File: src/rtl/ptp_punch_drive_if.sv
// Punch-side handshake and ARM register bus for the paper-tape punch driver.
interface ptp_punch_drive_if;
  logic        punstart;
  logic [7:0]  punchar;
  logic        pundone;
  logic        armwrite;
  logic        armread;
  logic [1:0]  armraddr;
  logic [1:0]  armwaddr;
  logic [31:0] armwdata;
  logic [31:0] armrdata;

  modport master (
    output punstart, punchar, armwrite, armread, armraddr, armwaddr, armwdata,
    input  pundone, armrdata
  );

  modport slave (
    input  punstart, punchar, armwrite, armread, armraddr, armwaddr, armwdata,
    output pundone, armrdata
  );
endinterface

File: src/rtl/ptp_punch_drive.sv
// Paper-tape punch driver: queues punched characters for the ARM and paces
// each punch cycle with a microsecond timer before reporting completion.
//
// state   | meaning
// IDLE    | waiting for an enabled punch request
// HOLD    | request pending, FIFO full; waits for the ARM to pop a slot
// PUNCH   | character queued, timing the punch period
// WAITLOW | punch reported done, waiting for punstart to drop
module ptp_punch_drive #(
  parameter int DEPTHLOG2 = 4,
  parameter int TICKDIV   = 100
) (
  input logic CLOCK,
  input logic RESET,
  ptp_punch_drive_if.slave bus
);

  localparam int DEPTH = 1 << DEPTHLOG2;
  localparam int PW    = (TICKDIV > 1) ? $clog2(TICKDIV) : 1;
  localparam logic [PW-1:0]        PRE_LAST = PW'(TICKDIV - 1);
  localparam logic [DEPTHLOG2:0]   CNT_FULL = (DEPTHLOG2 + 1)'(DEPTH);

  typedef enum logic [1:0] {
    IDLE    = 2'd0,
    HOLD    = 2'd1,
    PUNCH   = 2'd2,
    WAITLOW = 2'd3
  } state_t;

  state_t state, state_nxt;

  logic                 enable;
  logic [15:0]          period;
  logic [15:0]          timer;
  logic [PW-1:0]        prescale;
  logic [7:0]           mem [DEPTH];
  logic [DEPTHLOG2-1:0] wr_ptr, rd_ptr;
  logic [DEPTHLOG2:0]   count;
  logic [31:0]          count_w;
  logic                 full, empty, push, pop;

  assign full    = (count == CNT_FULL);
  assign empty   = (count == '0);
  assign pop     = bus.armread && (bus.armraddr == 2'd3) && !empty;
  assign count_w = 32'(count);

  always_ff @(posedge CLOCK) begin
    if (RESET) state <= IDLE;
    else       state <= state_nxt;
  end

  // HOLD may use a slot freed by a pop in the same cycle.
  always_comb begin
    state_nxt   = state;
    push        = 1'b0;
    bus.pundone = 1'b0;
    case (state)
      IDLE: begin
        if (enable && bus.punstart) begin
          if (!full) begin
            push      = 1'b1;
            state_nxt = PUNCH;
          end else begin
            state_nxt = HOLD;
          end
        end
      end
      HOLD: begin
        if (!full || pop) begin
          push      = 1'b1;
          state_nxt = PUNCH;
        end
      end
      PUNCH: begin
        if (timer == 16'd0) begin
          bus.pundone = 1'b1;
          state_nxt   = WAITLOW;
        end
      end
      WAITLOW: begin
        if (!bus.punstart) state_nxt = IDLE;
      end
      default: state_nxt = IDLE;
    endcase
  end

  always_ff @(posedge CLOCK) begin
    if (RESET) begin
      enable   <= 1'b0;
      period   <= 16'd20000;
      timer    <= 16'd0;
      prescale <= '0;
      wr_ptr   <= '0;
      rd_ptr   <= '0;
      count    <= '0;
    end else begin
      if (bus.armwrite && (bus.armwaddr == 2'd1)) begin
        enable <= bus.armwdata[31];
        period <= bus.armwdata[15:0];
      end
      // The running timer is loaded only on push, so period writes take effect next character.
      if (push) begin
        timer    <= period;
        prescale <= '0;
      end else if ((state == PUNCH) && (timer != 16'd0)) begin
        if (prescale == PRE_LAST) begin
          prescale <= '0;
          timer    <= timer - 16'd1;
        end else begin
          prescale <= prescale + 1'b1;
        end
      end
      if (push) wr_ptr <= wr_ptr + 1'b1;
      if (pop)  rd_ptr <= rd_ptr + 1'b1;
      case ({push, pop})
        2'b10:   count <= count + 1'b1;
        2'b01:   count <= count - 1'b1;
        default: count <= count;
      endcase
    end
  end

  always_ff @(posedge CLOCK) begin
    if (!RESET && push) mem[wr_ptr] <= bus.punchar;
  end

  always_comb begin
    bus.armrdata = 32'd0;
    case (bus.armraddr)
      2'd0: bus.armrdata = 32'h5044_1001;
      2'd1: bus.armrdata = {enable, 15'd0, period};
      2'd2: bus.armrdata = {full, empty, 2'b00, state, 21'd0, count_w[4:0]};
      2'd3: bus.armrdata = empty ? 32'd0 : {1'b1, 23'd0, mem[rd_ptr]};
      default: bus.armrdata = 32'd0;
    endcase
  end

endmodule

File: src/flat_wrapper.sv
// flat-port wrapper written by rule: the top's interface ports become plain ports
module ptp_punch_drive_flat 
#(
  parameter int DEPTHLOG2 = 4,
  parameter int TICKDIV   = 100
)
  (CLOCK, RESET, bus_punstart, bus_punchar, bus_armwrite, bus_armread, bus_armraddr, bus_armwaddr, bus_armwdata, bus_pundone, bus_armrdata);
  ptp_punch_drive_if bus_i ();
  input logic CLOCK;
  input logic RESET;
  input wire logic [$bits(bus_i.punstart)-1:0] bus_punstart;
  input wire logic [$bits(bus_i.punchar)-1:0] bus_punchar;
  input wire logic [$bits(bus_i.armwrite)-1:0] bus_armwrite;
  input wire logic [$bits(bus_i.armread)-1:0] bus_armread;
  input wire logic [$bits(bus_i.armraddr)-1:0] bus_armraddr;
  input wire logic [$bits(bus_i.armwaddr)-1:0] bus_armwaddr;
  input wire logic [$bits(bus_i.armwdata)-1:0] bus_armwdata;
  output wire logic [$bits(bus_i.pundone)-1:0] bus_pundone;
  output wire logic [$bits(bus_i.armrdata)-1:0] bus_armrdata;
  assign bus_i.punstart = bus_punstart;
  assign bus_i.punchar = bus_punchar;
  assign bus_i.armwrite = bus_armwrite;
  assign bus_i.armread = bus_armread;
  assign bus_i.armraddr = bus_armraddr;
  assign bus_i.armwaddr = bus_armwaddr;
  assign bus_i.armwdata = bus_armwdata;
  assign bus_pundone = bus_i.pundone;
  assign bus_armrdata = bus_i.armrdata;
  ptp_punch_drive #(.DEPTHLOG2(DEPTHLOG2), .TICKDIV(TICKDIV)) u_core (.CLOCK(CLOCK), .RESET(RESET), .bus(bus_i));
endmodule
File: config.mk
export PLATFORM = sky130hd
export DESIGN_NAME = ptp_punch_drive_flat
export DESIGN_NICKNAME = d
export VERILOG_FILES = /design/src/rtl/ptp_punch_drive_if.sv /design/src/rtl/ptp_punch_drive.sv /design/src/flat_wrapper.sv
export SDC_FILE = /design/constraint.sdc
export NUM_CORES = 1
export LEC_CHECK = 0
export CORE_ASPECT_RATIO = 0.9
export CORE_MARGIN = 3
export CORE_UTILIZATION = 45
export CTS_CLUSTER_SIZE = 25
export DETAILED_ROUTE_END_ITERATION = 10
export HOLD_SLACK_MARGIN = 0.06
export PLACE_DENSITY = 0.68
export SLEW_MARGIN = 20
export SYNTH_ARGS = -nofsm -noshare
export SYNTH_HDL_FRONTEND = slang
export SYNTH_SLANG_ARGS = --single-unit
File: constraint.sdc
create_clock -name CLOCK -period 3.71 [get_ports CLOCK]
set_clock_uncertainty 0.1 [all_clocks]
set_input_delay 0.742 -clock CLOCK [delete_from_list [all_inputs] [get_ports CLOCK]]
set_output_delay 0.742 -clock CLOCK [all_outputs]
set_load 0.02 [all_outputs]
Word level (Yosys, flattened, before mapping)
Memories as Yosys holds them, arrays and structs flattened. A register that Yosys moved wholly into a read port is not among the register bits.
Index checks and enable logic that the tools add are counted.
- eq/ne operators: 15
- multiplexer cells: 23
- reductions and logical operators: 21
- add/subtract/negate cells: 6
- operators by type and width (cell ; count):
    case mux 32 bit (4 select lines) ; 1
    two-way mux 16 bit ; 3
    two-way mux 32 bit ; 1
    zero test 16 bit ; 1
    nonzero test 16 bit ; 1
    subtractor 16 x 1 -> 16 bit, second input constant ; 1
    equality test 2 bit, second input constant ; 5
    two-way mux 2 bit ; 5
    case mux 5 bit (2 select lines) ; 1
    adder 4 x 1 -> 4 bit, second input constant ; 2
    equality test 2 x 1 -> 1 bit, second input constant ; 4
    two-way mux 4 bit ; 2
    case mux 2 bit (4 select lines) ; 1
    adder 7 x 1 -> 7 bit, second input constant ; 1
    equality test 7 bit, second input constant ; 1
    two-way mux 1 bit ; 7
    two-way mux 7 bit ; 1
    logical AND 1 bit ; 6
    inequality test 2 x 1 -> 1 bit, second input constant ; 3
    nonzero test 2 bit ; 3
    adder 5 x 1 -> 5 bit, second input constant ; 1
    equality test 5 bit, second input constant ; 1
    zero test 5 bit ; 1
    subtractor 5 x 1 -> 5 bit, second input constant ; 1
    8 further kinds ; 11
- register bits: 55
- bits in writable memories: 128
- memories: 1
- memories (name ; depth ; width ; rd ports ; clocked after Yosys merged registers in ; write ports ; line ; text):
    u_core.mem ; 16 ; 8 ; 1 ; 1 ; 1 ; ptp_punch_drive.sv:36 ; logic [7:0] mem [DEPTH];

Longest topological paths before layout
Gate-level depths: netlist of run 1.
- depth in word-level cells: 9
- mapped depth: 17
- gate-level depth less buffers: 14

Worst setup path before layout of run 1
Ideal clock, no wire load.
- path type: register -> register
- from: reg u_core.count[1]
- to: reg u_core.count[4]
- arrival time: 3276 ps
- data required time: 3489 ps
- library setup time: 121 ps
- slack: 213 ps
- cell stages (with the launch flop): 16
- clock period less this slack: 3497 ps
- cells stage by stage: dfxtp_1 > clkbuf_1 > nor4_2 > a21oi_1 > o22a_1 > inv_2 > buf_2 > buf_2 > ha_1 > clkbuf_1 > xor2_1 > ha_1 > a21oi_1 > a32oi_1 > a21oi_1 > mux2_2
- longest elaborated chain between the ends: 8
- elaborated cells between the ends (all ways): 16
- classes of those cells: add/sub (2); eq/ne (3); mux (5); reduce/logical (6)
- ends and longest elaborated chain (what ; line ; text):
    from (decl) ; ptp_punch_drive.sv:38 ; logic [DEPTHLOG2:0] count;
    from (signal assigned) ; ptp_punch_drive.sv:116 ; 2'b10: count <= count + 1'b1;
    from (signal assigned) ; ptp_punch_drive.sv:117 ; 2'b01: count <= count - 1'b1;
    from (signal assigned) ; ptp_punch_drive.sv:118 ; default: count <= count;
    zero test 5 bit ; ptp_punch_drive.sv:43 ; assign empty = (count == '0);
    zero test 1 bit ; ptp_punch_drive.sv:44 ; assign pop = bus.armread && (bus.armraddr == 2'd3) && !empty;
    logical AND 1 bit ; ptp_punch_drive.sv:44 ;
    logical OR 1 bit ; ptp_punch_drive.sv:69 ; if (!full || pop) begin
    two-way mux 1 bit ; ptp_punch_drive.sv:69 ;
    case mux 1 bit (2 select lines) ; ptp_punch_drive.sv:57 ; case (state)
    equality test 2 x 1 -> 1 bit or equality test 2 bit (tied branches) ; ptp_punch_drive.sv:115 ; case ({push, pop})
    case mux 5 bit (2 select lines) or nonzero test 2 bit (tied branches) ; n/a ;
Parallel ways exist; a longest one is shown, timed or not.
A chain may end at the register's enable or synchronous reset.

Worst setup path after layout of run 1
- from: reg u_core.timer[10]
- to: out bus_pundone
- longest elaborated chain between the ends: 3
- ends and longest elaborated chain (what ; line ; text):
    from (decl) ; ptp_punch_drive.sv:34 ; logic [15:0] timer;
    from (signal assigned) ; ptp_punch_drive.sv:103 ; timer <= period;
    from (signal assigned) ; ptp_punch_drive.sv:108 ; timer <= timer - 16'd1;
    zero test 16 bit ; ptp_punch_drive.sv:75 ; if (timer == 16'd0) begin
    two-way mux 1 bit ; ptp_punch_drive.sv:75 ;
    two-way mux 1 bit ; ptp_punch_drive.sv:57 ;
    to (decl) ; flat_wrapper.sv:18 ; output wire logic [$bits(bus_i.pundone)-1:0] bus_pundone;
Every way passes these cells.

==> flow_summary.toml, run 1 <==
[run_status]
status = "completed"

[place]
dp.cells = 926
placed_area_um2 = 9240
finalWeightedCongestion = 0.901
io_buffers = 57
hpwl_um = 12700

[worst_setup_path]
setup.worst_path.class = "reg -> out"
cp_top_family = "simple AND/OR/NAND/NOR gates"
cp_max_fo = 5
worstPathArrival_ns = 2.74
start_kind = "flop"
end_kind = "output pin"
path_cells = "or4_4 -> or4b_4 -> nor3_1 -> clkdlybuf4s50_1"
worst-path-buf-inv = 1
slowest_stage = "clkdlybuf4s50_1"
reg2reg_slack_ns = 0.71
required_ns = 2.87
slowest_delay_ns = 0.64

[pwr]
ir_drop_uv = 339
internal_power_mw = 3.71
leakagePower_nw = 3.27
power_frac_clock_pct = 30.9
powerDensity_nw_per_um2 = 541
p_sw_share_pct = 29.9
power.switching_mw = 1.59
combPwrFrac_pct = 23.1
pwr-share-seq_pct = 46.0

[synth]
async_reset_ff_share_pct = 0
synth_top_area_share_pct = 46.5
yosys_register_bits = 187
synth_ff_type = "edfxtp_1"
synth_area_leaders = "edfxtp_1, dfxtp_1, mux4_2"
synth-edff-count = 128
netlist_area_um2 = 8270
yosysUniqueCellTypes = 65
yosysWarnings = 0
syn_inst = 632
syn_area_per_cell_um2 = 13.1
netlist.top_cell.by_area = "edfxtp_1"
seq_area_frac_synth_pct = 60.7

[route]
drt-total-wl_um = 18200
dr.pass1.iters = 5
drcViolationCount = 0
drtIter0Drc = 452
via_count = 5366
ant_nets = 0
wl_per_cell_um = 19.0
via_per_inst = 5.60

[global_route]
grt_start_max_net_pins = 38
grt_pass1_wl_um = 28600
overflow = 0
grt_pass1_vias = 5368
track_usage_pct = 18.5
antenna_found_initial = 0

[final_layout]
fin_area_um2 = 9780
layout.nets = 769
drive_gt1_share_pct = 16.4
num_antenna_cells = 0
area.growth.synth_to_final_pct = 18.3
layout.cells.non_filler = 958

[floorplan]
ios = 82
start_util_pct = 46.4
die_area_um2 = 20000
placementRows = 46
die_x_um = 149
fp.dieH_um = 135
core_area_um2 = 17800

[sta]
hold_viol = 0
setup_viol = 0
fin_crit_ns = 3.58
drv_slew = 0
final.setup.tns_ns = 0
fmax_ghz = 0.279
rsz0062_at_grt = "false"
fin_crit_sh_pct = 96.6
max_slew_margin_pct = 31.6
tightest_slew_ns = 1.02

[clock_network]
h-tree-depth = 4
cts_root_buf = "clkbuf_16"
clk_pin_slew_ns = 0.07
cts_sinks = 187
cts_setup_buffers = 0
clk_path_buf_depth = 2
cts_made_buffers = 17
clk_latency_ns = 0.42
tritoncts = "yes"

[worst_hold_path]
hold_path.class = "reg -> reg"

[job]
maxCapViolations = 0
## stage by stage
stage               hold WS [ns]  setup WS, ns  total power [mW]  util [%]
global route               0.395       0.00345              5.52      54.8
CTS                        0.378       0.00659              5.30      54.7
global placement           0.366         0.194              3.64      51.8
finish                     0.377         0.125              5.29      54.8
detailed placement         0.369         0.138              3.68      51.8
floorplan                  0.345         0.213              3.35         -
## what timing repair did
item / in CTS / in global routing
setup endpoints to repair: 7 / 4
resized for setup: 4 / 5
hold buffers: 0 / 0
endpoints found under the hold margin: 0 / 0
## routing by layer
layer / share of wire, % / global-route usage, %
met1: 44 / 24.9
met4: 1.2 / 5.59
met3: 6.0 / 5.77
met5: 0 / 0
met2: 49 / 29.2
## synthesized netlist by cell type, drive strengths merged, types with 4 or more instances
cell type / count
nand2: 69
nor3: 8
nor4: 4
o211ai: 11
and3: 4
o2111ai: 4
inv: 14
nand3b: 6
a311oi: 5
o21ai: 11
edfxtp: 128
xor2: 14
dfxtp: 59
nor4b: 6
nand3: 22
mux4: 32
a21oi: 28
clkbuf: 22
xnor2: 5
mux2i: 6
a22oi: 8
or3: 9
a211oi: 11
nor2: 53
a22o: 5
and2: 10
buf: 23
nand2b: 7
ha: 15
## power groups by stage
| stage | Combinational, mW | Clock [mW] | Sequential (mW) |
|---|---|---|---|
| floorplan | 0.913 | 0 | 2.44 |
| global placement | 1.17 | 0 | 2.47 |
| detailed placement | 1.21 | 0 | 2.47 |
| CTS | 1.22 | 1.66 | 2.43 |
| global route | 1.33 | 1.74 | 2.45 |
| finish | 1.22 | 1.64 | 2.43 |
## path summary, 6_finish.rpt
kind | from | to | cells after the start
setup / recovery | u_core.timer[10]$_SDFFE_PP0P_ | bus_pundone | 4
hold / removal | u_core.period[6]$_SDFFE_PP0P_ | u_core.period[6]$_SDFFE_PP0P_ | 2
setup reg to reg | u_core.count[0]$_SDFFE_PP0P_ | u_core.count[4]$_SDFFE_PP0P_ | 11
hold reg to reg | u_core.period[6]$_SDFFE_PP0P_ | u_core.period[6]$_SDFFE_PP0P_ | 2
## cells by family (layout without fill, tap and decap cells)
family | count (synthesis) | count (layout) | synth area share [%]
fa+ha+maj | 15 | 15 | 2.27
xor+xnor | 19 | 19 | 2.01
other cells | 1 | 9 | 0.0453
flops | 187 | 187 | 60.7
compound gates | 98 | 98 | 9.05
simple gates | 214 | 214 | 12.9
mux | 39 | 39 | 9.57
buf+inv | 59 | 137 | 3.45
## flip-flops by register name, indices dropped and copies added (netlist names), named ones only
register / cells
u_core.mem: 128
u_core.wr_ptr: 4
u_core.count: 5
u_core.timer: 16
u_core.period: 16
u_core.state: 2
u_core.rd_ptr: 4
u_core.enable: 1
u_core.prescale: 7
## cells in the final DEF, fill, tap and decap left out, drive strengths merged, types with 4 or more instances in the layout
| master | netlist | layout |
|---|---|---|
| a211oi | 11 | 11 |
| a21oi | 28 | 28 |
| a22o | 5 | 5 |
| a22oi | 8 | 8 |
| a311oi | 5 | 5 |
| and2 | 10 | 10 |
| and3 | 4 | 4 |
| buf | 23 | 35 |
| clkbuf | 22 | 22 |
| clkdlybuf4s50 | 0 | 52 |
| clkinv | 0 | 7 |
| conb | 1 | 9 |
| dfxtp | 59 | 59 |
| edfxtp | 128 | 128 |
| ha | 15 | 15 |
| inv | 14 | 14 |
| mux2i | 6 | 6 |
| mux4 | 32 | 32 |
| nand2 | 69 | 69 |
| nand2b | 7 | 7 |
| nand3 | 22 | 22 |
| nand3b | 6 | 6 |
| nor2 | 53 | 53 |
| nor3 | 8 | 8 |
| nor4 | 4 | 4 |
| nor4b | 6 | 6 |
| o2111ai | 4 | 4 |
| o211ai | 11 | 11 |
| o21ai | 11 | 11 |
| or3 | 9 | 9 |
| xnor2 | 5 | 5 |
| xor2 | 14 | 14 |
## area by class of cell
cell class	instances	area [um2]
clock buffers	22	444
clock inverters	10	76.3
fillers	1471	8060
inverters	14	52.6
multi-input cells	394	3020
flip-flops and latches	187	5030
well taps	240	300
repair buffers	91	860
## worst min-delay path: stages (launching register included)
cell     delay [ns]
dfxtp_1        0.33
nand2_1        0.06
a21oi_1        0.05
(Power assumes the default switching activity.)
==> run 2, diff against run 1 <==
- CORE_UTILIZATION: 45 -> 51
- PLACE_DENSITY: 0.68 -> 0.75
==> run 2 against run 1 <==
Compared with the run above: global-route usage up 3.3 points; largest cell class unchanged; power up 4.3%; flip-flop and latch count unchanged; setup slack worse by 0.052 ns; register-to-register slack worse by 0.12 ns; wire length up 3.7%; via count up 1.6%; maximum frequency down 1.4%; critical path depth up 3; critical path type unchanged; final cell count down 3.8%; core utilization up 8.2 points.
==> flow_summary.toml, run 2 (synthesized netlist as in run 1, its figures left out) <==
[final_layout]
reg_top3 = "u_core.mem: 128 flops, u_core.period: 16 flops, u_core.timer: 16 flops"
drive_gt1_share_pct = 18.5
regArea_um2 = 5030
num_antenna_cells = 0
multi_input_area_um2 = 3030
largest_reg_flops = 128
top_register = "u_core.mem"
fillCellCount = 1089
final_cell_mix = "edfxtp_1, nand2_1, dfxtp_1"
fin_area_um2 = 9870
layout.nets = 771
area.growth.synth_to_final_pct = 19.4
layout_commonest_cell = "edfxtp_1"

[global_route]
track_usage_pct = 21.8
overflow = 0
grt_pass1_vias = 5453
grt_start_max_net_pins = 52
antenna_found_initial = 0
grt_pass1_wl_um = 29800

[floorplan]
die_area_um2 = 17800
start_util_pct = 52.8
placementRows = 43
die_x_um = 140
fp.dieH_um = 127
core_area_um2 = 15700
ios = 82

[sta]
final.setup.tns_ns = 0
fin_crit_ns = 3.64
drv_slew = 0
max_slew_margin_pct = 55.5
hold_viol = 0
tightest_slew_ns = 0.666
setup_viol = 0
rsz0062_at_grt = "false"
final.setup.worst_slack_ns = 0.0738
fin_crit_sh_pct = 98.0
fmax_ghz = 0.275

[job]
maxCapViolations = 0

[worst_hold_path]
hold_path.class = "reg -> reg"
min_to = "u_core.period[1]$_SDFFE_PP0P_"
holdCritStartpoint = "u_core.period[1]$_SDFFE_PP0P_"
min_path_cells = 2

[route]
drtIter0Drc = 571
via_count = 5454
met1_length_um = 8010
drt-total-wl_um = 18900
met3_length_um = 1240
ant_nets = 0
wl_met2_um = 9170
via_per_inst = 5.92
wl_per_cell_um = 20.5
top_layer = "met4"
dr.pass1.iters = 7
drcViolationCount = 0

[run_status]
status = "completed"

[clock_network]
clk_path_buf_depth = 2
cts_made_buffers = 17
clk_pin_slew_ns = 0.07
cts-hold-fix-buffers = 0
cts_sinks = 187
h-tree-depth = 4
clk_latency_ns = 0.44
cts_root_buf = "clkbuf_16"
tritoncts = "yes"
cts_setup_buffers = 0

[worst_setup_path]
reg2reg_slack_ns = 0.59
setup.worst_path.class = "reg -> out"
regToRegStartpoint = "u_core.count[1]$_SDFFE_PP0P_"
end_kind = "output pin"
reg2reg_depth = 12
start_kind = "flop"
worstPathArrival_ns = 2.79
required_ns = 2.87
cp_max_fo = 15
regToRegEndpoint = "u_core.count[4]$_SDFFE_PP0P_"

[pwr]
combPwrFrac_pct = 22.7
pwr-share-seq_pct = 44.1
powerDensity_nw_per_um2 = 559
p_sw_share_pct = 30.0
internal_power_mw = 3.86
power.switching_mw = 1.66
ir_drop_uv = 381
leakagePower_nw = 3.40
power_frac_clock_pct = 33.2
fin_total_pwr_mw = 5.52

[place]
io_buffers = 57
dp_slack_ns = 0.0793
hpwl_um = 12700
finalWeightedCongestion = 0.888
placed_area_um2 = 9200
==> run 2: per-stage QoR <==
step	utilization [%]	hold WS (ns)	cells
floorplan	-	0.345	640
global placement	58.8	0.364	889
detailed placement	58.8	0.374	889
CTS	63.0	0.384	922
finish	63.1	0.384	922
global route	63.1	0.410	922
==> run 2: critical path, stage by stage, from the launching register on <==
cell and delay (ns):
dfxtp_2 0.38, buf_12 0.19, mux4_2 0.56, a22oi_2 0.26, nand3_1 0.19, nand2_1 0.12, o211ai_1 0.08, clkdlybuf4s50_1 0.55
==> run 2: routing by layer <==
layer	vias to the layer above	track usage [%]
met5	-	0
met4	0	7.86
met3	36	5.28
met2	227	34.3
met1	2681	29.8
li1	2510	-
==> run 2: worst max path at each step <==
stage	endpoint	slack, ns	cells after the start
2_1_floorplan	u_core.count[4]$_SDFFE_PP0P_	0.21	15
3_3_place_gp	bus_armrdata[4]	0.16	6
3_5_place_dp	u_core.count[4]$_SDFFE_PP0P_	0.08	12
4_1_cts	bus_armrdata[7]	0.01	6
5_1_grt	bus_armrdata[1]	0.03	7
6_report	bus_armrdata[1]	0.07	7
==> run 2: timing repair <==
item	4_1_cts	5_1_grt
gates resized for setup	4	6
cloned	1	0
setup endpoints to repair	6	7
==> run 2: final cells by class <==
cell class	instances	area share (%)
sequential	187	50.9
multi-input combinational	394	30.7
timing repair buffer	93	9.10
clock buffer	19	4.70
tap	202	2.56
clock inverter	13	1.46
inverter	14	0.532
==> run 2: power groups by stage <==
stage          clock network, mW  registers [mW]  logic, mW
6_report                    1.83            2.43       1.25
3_5_place_dp                   0            2.47       1.22
4_1_cts                     1.86            2.43       1.24
3_3_place_gp                   0            2.46       1.17
5_1_grt                     1.96            2.44       1.35
2_1_floorplan                  0            2.44      0.913
==> run 3, diff against run 2 <==
- CORE_UTILIZATION: 51 -> 60
- PLACE_DENSITY: 0.75 -> 0.83
- clock period: 3.71 -> 4.55 ns (I/O delays scaled with it)
==> run 3 against run 2 <==
Compared with the run above: final cell count fell by 5.5%; largest cell class unchanged; via count barely moved; hold slack barely moved; final area fell by 2.8%; register-to-register slack improved by 0.68 ns; non-clock buffer count fell by 17; highest routed layer unchanged; largest power group unchanged; setup slack improved by 0.30 ns.
==> flow_summary.toml, run 3 (synthesized netlist as in run 1, its figures left out) <==
[global_route]
grt_pass1_wl_um = 29500
grt_pass1_vias = 5349
antenna_found_initial = 0
grt_start_max_net_pins = 54
track_usage_pct = 25.7
overflow = 0

[route]
via_count = 5452
dr.pass1.iters = 6
ant_nets = 0
drcViolationCount = 0
wl_per_cell_um = 21.6
drtIter0Drc = 676
via_per_inst = 6.26
drt-total-wl_um = 18800

[clock_network]
post_cts_resized = 0
h-tree-depth = 4
cts_sinks = 187
clk_pin_slew_ns = 0.07
tritoncts = "yes"
cts_made_buffers = 17
cts-hold-fix-buffers = 0
clk_latency_ns = 0.43
cts_root_buf = "clkbuf_16"
clk_path_buf_depth = 2
cts_setup_buffers = 0

[worst_setup_path]
worstPathArrival_ns = 3.16
end_kind = "output pin"
regToRegEndpoint = "u_core.count[4]$_SDFFE_PP0P_"
reg2reg_depth = 11
worst-path-buf-inv = 1
reg2reg_slack_ns = 1.27
start_kind = "flop"
regToRegStartpoint = "u_core.count[0]$_SDFFE_PP0P_"
slowest_stage = "dfxtp_2"
setup.worst_path.class = "reg -> out"
required_ns = 3.54
cp_max_fo = 18
cp_top_family = "flip-flops"
slowest_delay_ns = 0.76
path_cells = "mux4_2 -> a22oi_1 -> nand3_1 -> nand2_1 -> o211ai_1 -> clkdlybuf4s50_1"

[final_layout]
layout_commonest_cell = "edfxtp_1"
largest_reg_flops = 128
utilization_pct = 71.5
num_antenna_cells = 0
top_register = "u_core.mem"
final_cell_mix = "edfxtp_1, nand2_1, dfxtp_1"
reg_top3 = "u_core.mem: 128 flops, u_core.period: 16 flops, u_core.timer: 16 flops"
drive_gt1_share_pct = 15.8
layout.nets = 754
area.growth.synth_to_final_pct = 16.0

[floorplan]
core_area_um2 = 13400
die_area_um2 = 15200
ios = 82
fp.dieH_um = 117
die_x_um = 130
start_util_pct = 61.7
placementRows = 40

[place]
hpwl_um = 12500
finalWeightedCongestion = 0.913
io_buffers = 57

[pwr]
powerDensity_nw_per_um2 = 461
ir_drop_uv = 393
leakagePower_nw = 3.17

[sta]
setup_viol = 0
max_slew_margin_pct = 38.7
fin_crit_sh_pct = 91.7
rsz0062_at_grt = "false"
fin_crit_ns = 4.17
hold_viol = 0
final.setup.tns_ns = 0
tightest_slew_ns = 0.916
fmax_ghz = 0.240
drv_slew = 0

[job]
maxCapViolations = 0

[worst_hold_path]
hold_path.class = "reg -> reg"
holdCritStartpoint = "u_core.period[0]$_SDFFE_PP0P_"
min_path_cells = 2
min_to = "u_core.period[0]$_SDFFE_PP0P_"

[run_status]
status = "completed"
-- run 3: how the worst max path moves through the flow --
stage	startpoint	to	slack (ns)	cells past startpoint
6_report	flop	bus_armrdata[4]	0.38	6
4_1_cts	flop	bus_armrdata[4]	0.36	6
3_3_place_gp	bus_armraddr[0]	u_core.count[4]$_SDFFE_PP0P_	0.59	11
2_1_floorplan	bus_armraddr[0]	u_core.count[4]$_SDFFE_PP0P_	1.0	13
5_1_grt	flop	bus_armrdata[4]	0.25	6
3_5_place_dp	bus_armraddr[0]	u_core.count[4]$_SDFFE_PP0P_	0.55	11
-- run 3: power by group --
| part | internal, mW | switching (mW) | leakage (nW) | total (mW) |
|---|---|---|---|---|
| combinational | 0.364 | 0.623 | 1.26 | 0.988 |
| sequential | 1.90 | 0.0945 | 1.63 | 1.99 |
| clock | 0.779 | 0.662 | 0.283 | 1.44 |
| total | 3.04 | 1.38 | 3.17 | 4.42 |
-- run 3: layout make-up --
type | count | area [um2]
well taps | 168 | 210
fillers | 828 | 3820
clock buffers | 18 | 429
repair buffers | 76 | 708
multi-input cells | 394 | 3020
inverters | 14 | 52.6
clock inverters | 14 | 150
flip-flops and latches | 187 | 5030
-- run 3: per-layer routing --
metal / wire [um] / global-route usage [%] / share of wire [%] / vias up
met5: 0 / 0 / 0 / -
met4: 452 / 9.29 / 2.4 / 0
met3: 1460 / 5.78 / 7.8 / 40
met2: 9180 / 39.1 / 49 / 271
met1: 7710 / 36.7 / 41 / 2657
li1: - / - / - / 2484
-- run 3: stage by stage --
step	area, um2	instances	hold WS, ns	total power [mW]	worst slack [ns]
4_1_cts	9590	871	0.383	4.42	0.359
6_report	9590	871	0.384	4.42	0.378
3_5_place_dp	9010	839	0.371	2.98	0.553
3_3_place_gp	9010	839	0.363	2.93	0.592
5_1_grt	9590	871	0.406	4.60	0.247
2_1_floorplan	8300	640	0.345	2.73	0.999
-- run 3: worst reg2reg max path, delay by kind of cell (launching register included) --
kind / cells / cell delay [ns]
AND/OR/NAND/NOR: 3 / 0.89
AO/OA/AOI/OAI: 4 / 0.64
adder cells (fa/ha/maj): 1 / 0.34
flip-flops: 1 / 0.39
multiplexers: 1 / 0.35
buffers and inverters: 2 / 0.47
